--- src/rtl/pwm_pkg.sv ---
// pwm_pkg: register-select encodings and ctrl bit positions shared by the PWM bank.
package pwm_pkg;
  typedef enum logic [1:0] {
    REG_PERIOD = 2'd0,
    REG_DUTY   = 2'd1,
    REG_CTRL   = 2'd2,
    REG_RSVD   = 2'd3
  } reg_sel_e;
  localparam int CTRL_EN  = 0;
  localparam int CTRL_POL = 1;
endpackage

--- src/rtl/pwm_bank_if.sv ---
// pwm_bank_if: host register-write bus into the PWM bank.
interface pwm_bank_if #(
  parameter int CHANNELS = 4,
  parameter int WIDTH    = 8
);
  localparam int CW = CHANNELS > 1 ? $clog2(CHANNELS) : 1;
  logic          wr_en;
  logic [CW-1:0] wr_ch;
  logic [1:0]    wr_reg;
  logic [WIDTH-1:0] wr_data;
  modport master (output wr_en, wr_ch, wr_reg, wr_data);
  modport slave  (input  wr_en, wr_ch, wr_reg, wr_data);
endinterface

--- src/rtl/pwm_channel.sv ---
// pwm_channel: one PWM counter with shadowed period/duty and a registered output.
module pwm_channel
  import pwm_pkg::*;
#(
  parameter int WIDTH = 8
) (
  input  logic             clk,
  input  logic             reset,
  input  logic             tick,
  input  logic             wr_period,
  input  logic             wr_duty,
  input  logic             wr_ctrl,
  input  logic [WIDTH-1:0] wr_data,
  output logic             pwm_out,
  output logic             cycle_start
);
  logic [WIDTH-1:0] cnt, per_p, duty_p, per_a, duty_a;
  logic en, pol, en_n, start, wrap, load;
  always_comb begin
    en_n  = wr_ctrl ? wr_data[CTRL_EN] : en;
    start = en_n & ~en;
    wrap  = en & en_n & tick & (cnt == per_a);
    load  = ~en_n | start | wrap;
  end
  // Pending values are sampled before this cycle's write lands, so a write coincident with a wrap waits one more cycle.
  always_ff @(posedge clk)
    if (reset) begin
      cnt         <= '0;
      per_p       <= '0;
      duty_p      <= '0;
      per_a       <= '0;
      duty_a      <= '0;
      en          <= 1'b0;
      pol         <= 1'b0;
      pwm_out     <= 1'b0;
      cycle_start <= 1'b0;
    end else begin
      if (wr_period) per_p <= wr_data;
      if (wr_duty) duty_p <= wr_data;
      if (wr_ctrl) begin
        en  <= wr_data[CTRL_EN];
        pol <= wr_data[CTRL_POL];
      end
      cnt <= load ? '0 : tick ? cnt + WIDTH'(1) : cnt;
      if (load) begin
        per_a  <= per_p;
        duty_a <= duty_p;
      end
      cycle_start <= start | wrap;
      pwm_out     <= (en & (cnt < duty_a)) ^ pol;
    end
endmodule

--- src/rtl/pwm_bank.sv ---
// pwm_bank: shared prescaler and write decode driving CHANNELS pwm_channel instances.
module pwm_bank
  import pwm_pkg::*;
#(
  parameter int CHANNELS = 4,
  parameter int WIDTH    = 8,
  parameter int PRESC_W  = 16
) (
  input  logic                clk,
  input  logic                reset,
  input  logic [PRESC_W-1:0]  prescale,
  pwm_bank_if.slave           bus,
  output logic [CHANNELS-1:0] pwm_out,
  output logic [CHANNELS-1:0] cycle_start
);
  logic [PRESC_W-1:0] pcnt;
  logic tick;
  // >= rather than == so lowering prescale below the running count ticks at once.
  assign tick = pcnt >= prescale;
  always_ff @(posedge clk)
    if (reset) pcnt <= '0;
    else pcnt <= tick ? '0 : pcnt + PRESC_W'(1);
  for (genvar c = 0; c < CHANNELS; c++) begin : g_ch
    logic sel;
    assign sel = bus.wr_en && (int'(bus.wr_ch) == c);
    pwm_channel #(.WIDTH(WIDTH)) u_ch (
      .clk         (clk),
      .reset       (reset),
      .tick        (tick),
      .wr_period   (sel && bus.wr_reg == REG_PERIOD),
      .wr_duty     (sel && bus.wr_reg == REG_DUTY),
      .wr_ctrl     (sel && bus.wr_reg == REG_CTRL),
      .wr_data     (bus.wr_data),
      .pwm_out     (pwm_out[c]),
      .cycle_start (cycle_start[c])
    );
  end
endmodule

--- src/flat_wrapper.sv ---
// flat-port wrapper written by rule: the top's interface ports become plain ports
module pwm_bank_flat import pwm_pkg::*;
#(
  parameter int CHANNELS = 4,
  parameter int WIDTH    = 8,
  parameter int PRESC_W  = 16
)
  (clk, reset, prescale, pwm_out, cycle_start, bus_wr_en, bus_wr_ch, bus_wr_reg, bus_wr_data);
  pwm_bank_if #(.CHANNELS(CHANNELS), .WIDTH(WIDTH)) bus_i ();
  input  logic clk;
  input  logic reset;
  input  logic [PRESC_W-1:0] prescale;
  output logic [CHANNELS-1:0] pwm_out;
  output logic [CHANNELS-1:0] cycle_start;
  input wire logic [$bits(bus_i.wr_en)-1:0] bus_wr_en;
  input wire logic [$bits(bus_i.wr_ch)-1:0] bus_wr_ch;
  input wire logic [$bits(bus_i.wr_reg)-1:0] bus_wr_reg;
  input wire logic [$bits(bus_i.wr_data)-1:0] bus_wr_data;
  assign bus_i.wr_en = bus_wr_en;
  assign bus_i.wr_ch = bus_wr_ch;
  assign bus_i.wr_reg = bus_wr_reg;
  assign bus_i.wr_data = bus_wr_data;
  pwm_bank #(.CHANNELS(CHANNELS), .WIDTH(WIDTH), .PRESC_W(PRESC_W)) u_core (.clk(clk), .reset(reset), .prescale(prescale), .bus(bus_i), .pwm_out(pwm_out), .cycle_start(cycle_start));
endmodule
--- config.mk ---
export PLATFORM = sky130hd
export DESIGN_NAME = pwm_bank_flat
export DESIGN_NICKNAME = d
export VERILOG_FILES = /design/src/rtl/pwm_pkg.sv /design/src/rtl/pwm_bank_if.sv /design/src/rtl/pwm_channel.sv /design/src/rtl/pwm_bank.sv /design/src/flat_wrapper.sv
export SDC_FILE = /design/constraint.sdc
export NUM_CORES = 1
export LEC_CHECK = 0
export CORE_MARGIN = 5
export CORE_UTILIZATION = 25
export DETAILED_ROUTE_END_ITERATION = 16
export GPL_TIMING_DRIVEN = 0
export REMOVE_ABC_BUFFERS = 1
export SLEW_MARGIN = 10
export SYNTH_ARGS = -nofsm -noshare
export SYNTH_HDL_FRONTEND = slang
export SYNTH_HIERARCHICAL = 1
export SYNTH_SLANG_ARGS = --single-unit
--- constraint.sdc ---
create_clock -name clk -period 3.3 [get_ports clk]
set_input_delay 0.33 -clock clk [delete_from_list [all_inputs] [get_ports clk]]
set_output_delay 0.33 -clock clk [all_outputs]
set_load 0.02 [all_outputs]
# [Word level (Yosys, flattened, before mapping)]
# Index checks and enable logic that the tools add are counted.
[totals] ff_bits=192 latchBits=0 ram_bits=0 mem_bits_ro=0 inputBits=31 output_inout_bits=8 elab_cells=127 mem_count=0
[classes] n_addsub=5 multipliers=0 div=0 n_lt_le_gt_ge=5 eq_ne=9 shifts=0 mux=4 n_bitwise=44 n_reduce_logical=23
[op_table] operator="adder 8 x 1 -> 8 bit, second input constant" n=4
[op_table] operator="== test 8 bit" n=4
[op_table] operator="less-than comparator 8 bit" n=4
[op_table] operator="bitwise AND 1 bit" n=20
[op_table] operator="adder 16 x 1 -> 16 bit, second input constant" n=1
[op_table] operator="greater-or-equal comparator 16 bit" n=1
[op_table] operator="logical AND 1 bit" n=16
[op_table] operator="OR 1 bit" n=12
[op_table] operator="OR reduction 2 bit" n=5
[op_table] operator="inverter 1 bit" n=8
[op_table] operator="== test 2 bit, second input constant" n=3
[op_table] operator="== test 2 x 1 -> 1 bit, second input constant" n=2
[op_table] operator="logical NOT 2 bit" n=2
[op_table] operator="two-way mux 1 bit" n=4
[op_table] operator="XOR 1 bit" n=4

# [Depth between registers and ports, before layout]
# Gate-level depths: netlist (run 1).
[depth] word_depth=9 depth_mapped=12 mapped_depth_nobuf=11

# [Hierarchy]
# Netlist (run 1), hierarchy kept.
[by_module_without_submodules] mod="pwm_channel" n_inst=4 cells_per_inst=215 area_each_um2=2045.7 seq_area_each_um2=880.8
[by_module_without_submodules] mod="pwm_bank" n_inst=1 cells_per_inst=141 area_each_um2=1143.6 seq_area_each_um2=320.3

# [Worst setup path after synthesis (run 1)]
# Ideal clock, no wire load.
[synth_path] path_kind="register to register" from="register u_core.pcnt[0]" to="register u_core.g_ch[0].u_ch.cycle_start" setup_ns=0.117 t_arrival_ns=2.966 required_time_ns=3.183 setup_slack_ns=0.218 stages_incl_launch_ff=12 n_path_buf=2 period_less_slack_ns=3.082 cell_sequence="dfxtp_1 > inv_1 > ha_1 > nand2b_1 > a2111oi_2 > nor4_1 > or4_1 > and2_1 > and4_1 > buf_6 > buf_12 > a22o_1"
[synth_between] elab_chain_cells=4
[synth_lines] item="start: declaration" line_no="pwm_bank.sv:16" rtl="logic [PRESC_W-1:0] pcnt;"
[synth_lines] item="start signal: assignment" line_no="pwm_bank.sv:22" rtl="else pcnt <= tick ? '0 : pcnt + PRESC_W'(1);"
[synth_lines] item="greater-or-equal comparator 16 bit" line_no="pwm_bank.sv:19" rtl="assign tick = pcnt >= prescale;"
[synth_lines] item="net u_core.tick" line_no="pwm_bank.sv:17" rtl="logic tick;"
[synth_lines] item="bitwise AND 1 bit (2 in series)" line_no="pwm_channel.sv:22" rtl="wrap = en & en_n & tick & (cnt == per_a);"
[synth_lines] item="OR 1 bit" line_no="pwm_channel.sv:49" rtl="cycle_start <= start | wrap;"
[synth_lines] item="end signal: assignment" line_no="pwm_channel.sv:49"
[synth_lines] item="end: declaration" line_no="pwm_channel.sv:15" rtl="output logic cycle_start"
# The timed path passes the listed nets, and every way through them passes these cells.
# A chain may end at the register's enable or synchronous reset.

# [Final worst setup path (run 1)]
[layout_path] from="register u_core.pcnt[0]" to="register u_core.g_ch[3].u_ch.cnt[7]"
[layout_between] elab_chain_cells=5
[layout_lines] item="greater-or-equal comparator 16 bit *" line_no="pwm_bank.sv:19"
[layout_lines] item="net u_core.tick" line_no="pwm_bank.sv:17"
[layout_lines] item="bitwise AND 1 bit (2 in series)" line_no="pwm_channel.sv:22"
[layout_lines] item="OR 1 bit" line_no="pwm_channel.sv:23" rtl="load = ~en_n | start | wrap;"
[layout_lines] item="OR reduction 2 bit (no line)"
[layout_lines] item="end signal: assignment" line_no="pwm_channel.sv:44" rtl="cnt <= load ? '0 : tick ? cnt + WIDTH'(1) : cnt;"
[layout_lines] item="end: declaration" line_no="pwm_channel.sv:17" rtl="logic [WIDTH-1:0] cnt, per_p, duty_p, per_a, duty_a;"
# The timed path passes the listed nets; every way through them passes the cells marked *.

==> impl_metrics.tcl, run 1 <==
set metrics [dict create \
    status "finished, final reports clean" \
    core_um2 36700 \
    die_y_um 203 \
    fin_nets 1094 \
    ant_nets 0 \
    yosys-top-cells-area "dfxtp_1 41%, mux2i_1 8.2%, ha_1 6.6%" \
    hpwl_um 13400 \
    grt_use_total_pct 9.86 \
    grt-ovfl-total 0 \
    path_clk_slew_ps 80 \
    p_leak_nw 3.65 \
    numCtsBuffers 17 \
    drive_gt1_share_pct 14.1 \
    drc 0 \
    crit_fanout 17 \
    relSlewSlack_pct 22.6 \
    finalCritPeriodShare_pct 94.6 \
    antenna_found_initial 0 \
    clock_latency_ps 440 \
    crit_required_ps 3660 \
    drtIter0Drc 325 \
    via_per_inst 4.55 \
    die_w_um 203 \
    timing_worst_setup_path_type "reg -> reg" \
    root_buffer "clkbuf_16" \
    synth_area_um2 9330 \
    ios 39 \
    area_growth_pct 15.3 \
    yosysTopAreaCellShare_pct 41.2 \
    netlist_instances 1001 \
    worstReg2RegStart "u_core/pcnt[0]" \
    synth-seq-area-share_pct 41.2 \
    hold_class "in -> reg" \
    finalHoldViolCount 0 \
    grt_max_degree 78 \
    r2r_setup_slack_ps 180 \
    vdd.ir_drop.worst_v 0.000309 \
    fin_tns_setup_ps 0 \
    fmax_mhz 320 \
    rows 70 \
    grt_pass1_wl_um 33600 \
    cts_tree "yes" \
    crit_path_end_kind "flip-flop" \
    die_area_um2 41300 \
    worstHoldStart "reset" \
    place_worst_setup_slack_ps -1190 \
    fin_crit_ps 3120 \
    clk_path_buf_depth 2 \
    maxSlewViolCount 0 \
    syn_area_per_cell_um2 9.32 \
    hold_depth 2 \
    powerDensity_nw_per_um2 429 \
    ys_ff_latch 192 \
    gp_congestion 0.769 \
    setup_ws_ps 178 \
    wl_per_cell_um 13.9 \
    grt_pass1_vias 6652 \
    wl_um 20800 \
    tightest_slew_ps 1160 \
    htreeDepth 4 \
    arrival_ps 3490 \
    rr_endpoint "u_core/g_ch[3].u_ch/cnt[7]" \
    synth_top_area_cell "dfxtp_1" \
    fillers 3785 \
    start_kind "flip-flop" \
    skew_ps 13.1 \
    hold_ws_ps 355 \
    finalSetupViolations 0 \
    yosysWarnings 6 \
    start_util_pct 25.4 \
    synth.distinct_cells 47 \
    cts.sinks 192 \
    drv_cap 0 \
    vias 6803 \
    whs_endpoint "u_core/g_ch[1].u_ch/per_p[5]" \
    antennaDiodeCount 0 \
    dr.pass1.iters 5 \
    io_buffers 38 \
    reg2reg_depth 10 \
]
## worst max path at each step
stage               slack (ps)            from                            end  depth (start not counted)
floorplan                  230  u_core/pcnt[0]  u_core/g_ch[0].u_ch/duty_a[6]                         10
global placement         -3220           reset     u_core/g_ch[2].u_ch/cnt[1]                          4
detailed placement       -1190    prescale[15]   u_core/g_ch[1].u_ch/per_a[7]                         11
CTS                          5  u_core/pcnt[0]     u_core/g_ch[3].u_ch/cnt[1]                         10
global route               -10  u_core/pcnt[0]     u_core/g_ch[3].u_ch/cnt[3]                         10
finish                     180  u_core/pcnt[0]     u_core/g_ch[3].u_ch/cnt[7]                         10
## per-stage QoR
stage / utilization, % / power, W / cell area, µm² / instances
floorplan: - / 0.00250 / 9010 / 951
global placement: 27.2 / 0.00262 / 9980 / 1457
detailed placement: 27.3 / 0.00263 / 10000 / 1459
CTS: 29.0 / 0.00468 / 10600 / 1491
global route: 29.3 / 0.00481 / 10800 / 1495
finish: 29.3 / 0.00462 / 10800 / 1495
## report_power, final
group,leakage [nW],total [W],internal (W),switching (W)
Clock,0.281,0.00204,0.00103,0.00100
Combinational,1.82,0.000229,0.0000912,0.000138
Sequential,1.55,0.00235,0.00234,0.0000142
## cells by family (layout without fill, tap and decap cells)
logic type,Yosys count,after routing,synth area share [%]
flip-flops,192,192,41.2
AO/OA/AOI/OAI,191,191,15.3
XOR/XNOR,74,74,6.95
multiplexers,76,76,8.16
adder cells (fa/ha/maj),49,49,6.57
AND/OR/NAND/NOR,308,309,16.0
buffers and inverters,111,136,5.80
## placed cells by master, fill, tap and decap left out, types with 3 or more instances in the layout
cell             count
a2111oi_4            5
a211oi_1             5
a21o_1               9
a21oi_1             38
a21oi_2             40
a22o_1               4
and2_1               5
and3_1              11
and4_1               3
and4_4               4
buf_4                4
clkbuf_16           17
clkdlybuf4s50_1     37
clkinv_4             3
clkinv_8             4
dfxtp_1            192
ha_1                49
inv_1               57
inv_2                4
inv_8                3
mux2i_1             76
nand2_1             22
nand2b_1             3
nand3_1             69
nand3_2              4
nand4_1             11
nand4_4              3
nor2_1             140
nor3_1              13
nor3b_1              4
nor4_2               4
o2111ai_1            4
o211ai_1             5
o21a_1               5
o21ai_0             36
o21ai_2             36
xnor2_1             29
xor2_1              45
## final cells by class
| cell class | count | area [µm²] | share of cell area, % |
|---|---|---|---|
| flip-flops and latches | 192 | 3840 | 35.7 |
| clock inverters | 13 | 149 | 1.38 |
| multi-input cells | 699 | 5060 | 47.1 |
| clock buffers | 19 | 443 | 4.12 |
| well taps | 468 | 586 | 5.45 |
| repair buffers | 43 | 439 | 4.08 |
| inverters | 61 | 229 | 2.13 |
## cell usage after synthesis (all sizes together)
cell       n
dfxtp    192
nor2     140
a21oi     78
mux2i     76
nand3     73
o21ai     73
inv       61
ha        49
xor2      45
clkbuf    32
xnor2     29
nand2     22
buf       18
nand4     15
nor3      15
and3      11
a21o       9
and4       7
a2111oi    5
a211oi     5
and2       5
nor4       5
o211ai     5
o21a       5
a22o       4
nor3b      4
o2111ai    4
nand2b     3
nand3b     2
a211o      1
a41o       1
nor2b      1
o22ai      1
or2        1
or3        1
or3b       1
or4        1
or4b       1
## registers in the layout, indices dropped and copies added (netlist names), 16 cells and up
register / count
u_core/g_ch.u_ch/cnt: 32
u_core/g_ch.u_ch/duty_a: 32
u_core/g_ch.u_ch/duty_p: 32
u_core/g_ch.u_ch/per_a: 32
u_core/g_ch.u_ch/per_p: 32
u_core/pcnt: 16
## routing by layer
layer	global-route usage [%]	share of wire [%]	up-vias
met5	0	0	-
met4	3.44	1.8	0
met3	2.23	2.4	19
met2	16.8	49	81
met1	12.3	46	3203
li1	-	-	3500
## what timing repair did
action,in CTS,in global routing
gates resized for setup,9,12
buffers inserted,0,3
setup endpoints to repair,100,80
hold buffers,0,0
gates cloned,0,1
pin swaps,0,1
## critical path: stages (launching register included)
cell and delay (ps):
dfxtp_1 390, inv_1 60, ha_1 260, nand2b_1 170, a2111oi_4 430, nor4_4 100
or4_4 680, and2_1 210, nand4_2 330, nand3_2 240, nor2_1 180
(Power assumes the default switching activity.)
==> run 2, diff against run 1 <==
SKIP_LAST_GASP = 1   (was not set)
==> results of run 2 <==
Final layout, timing and power as in run 1 (identical DEF).
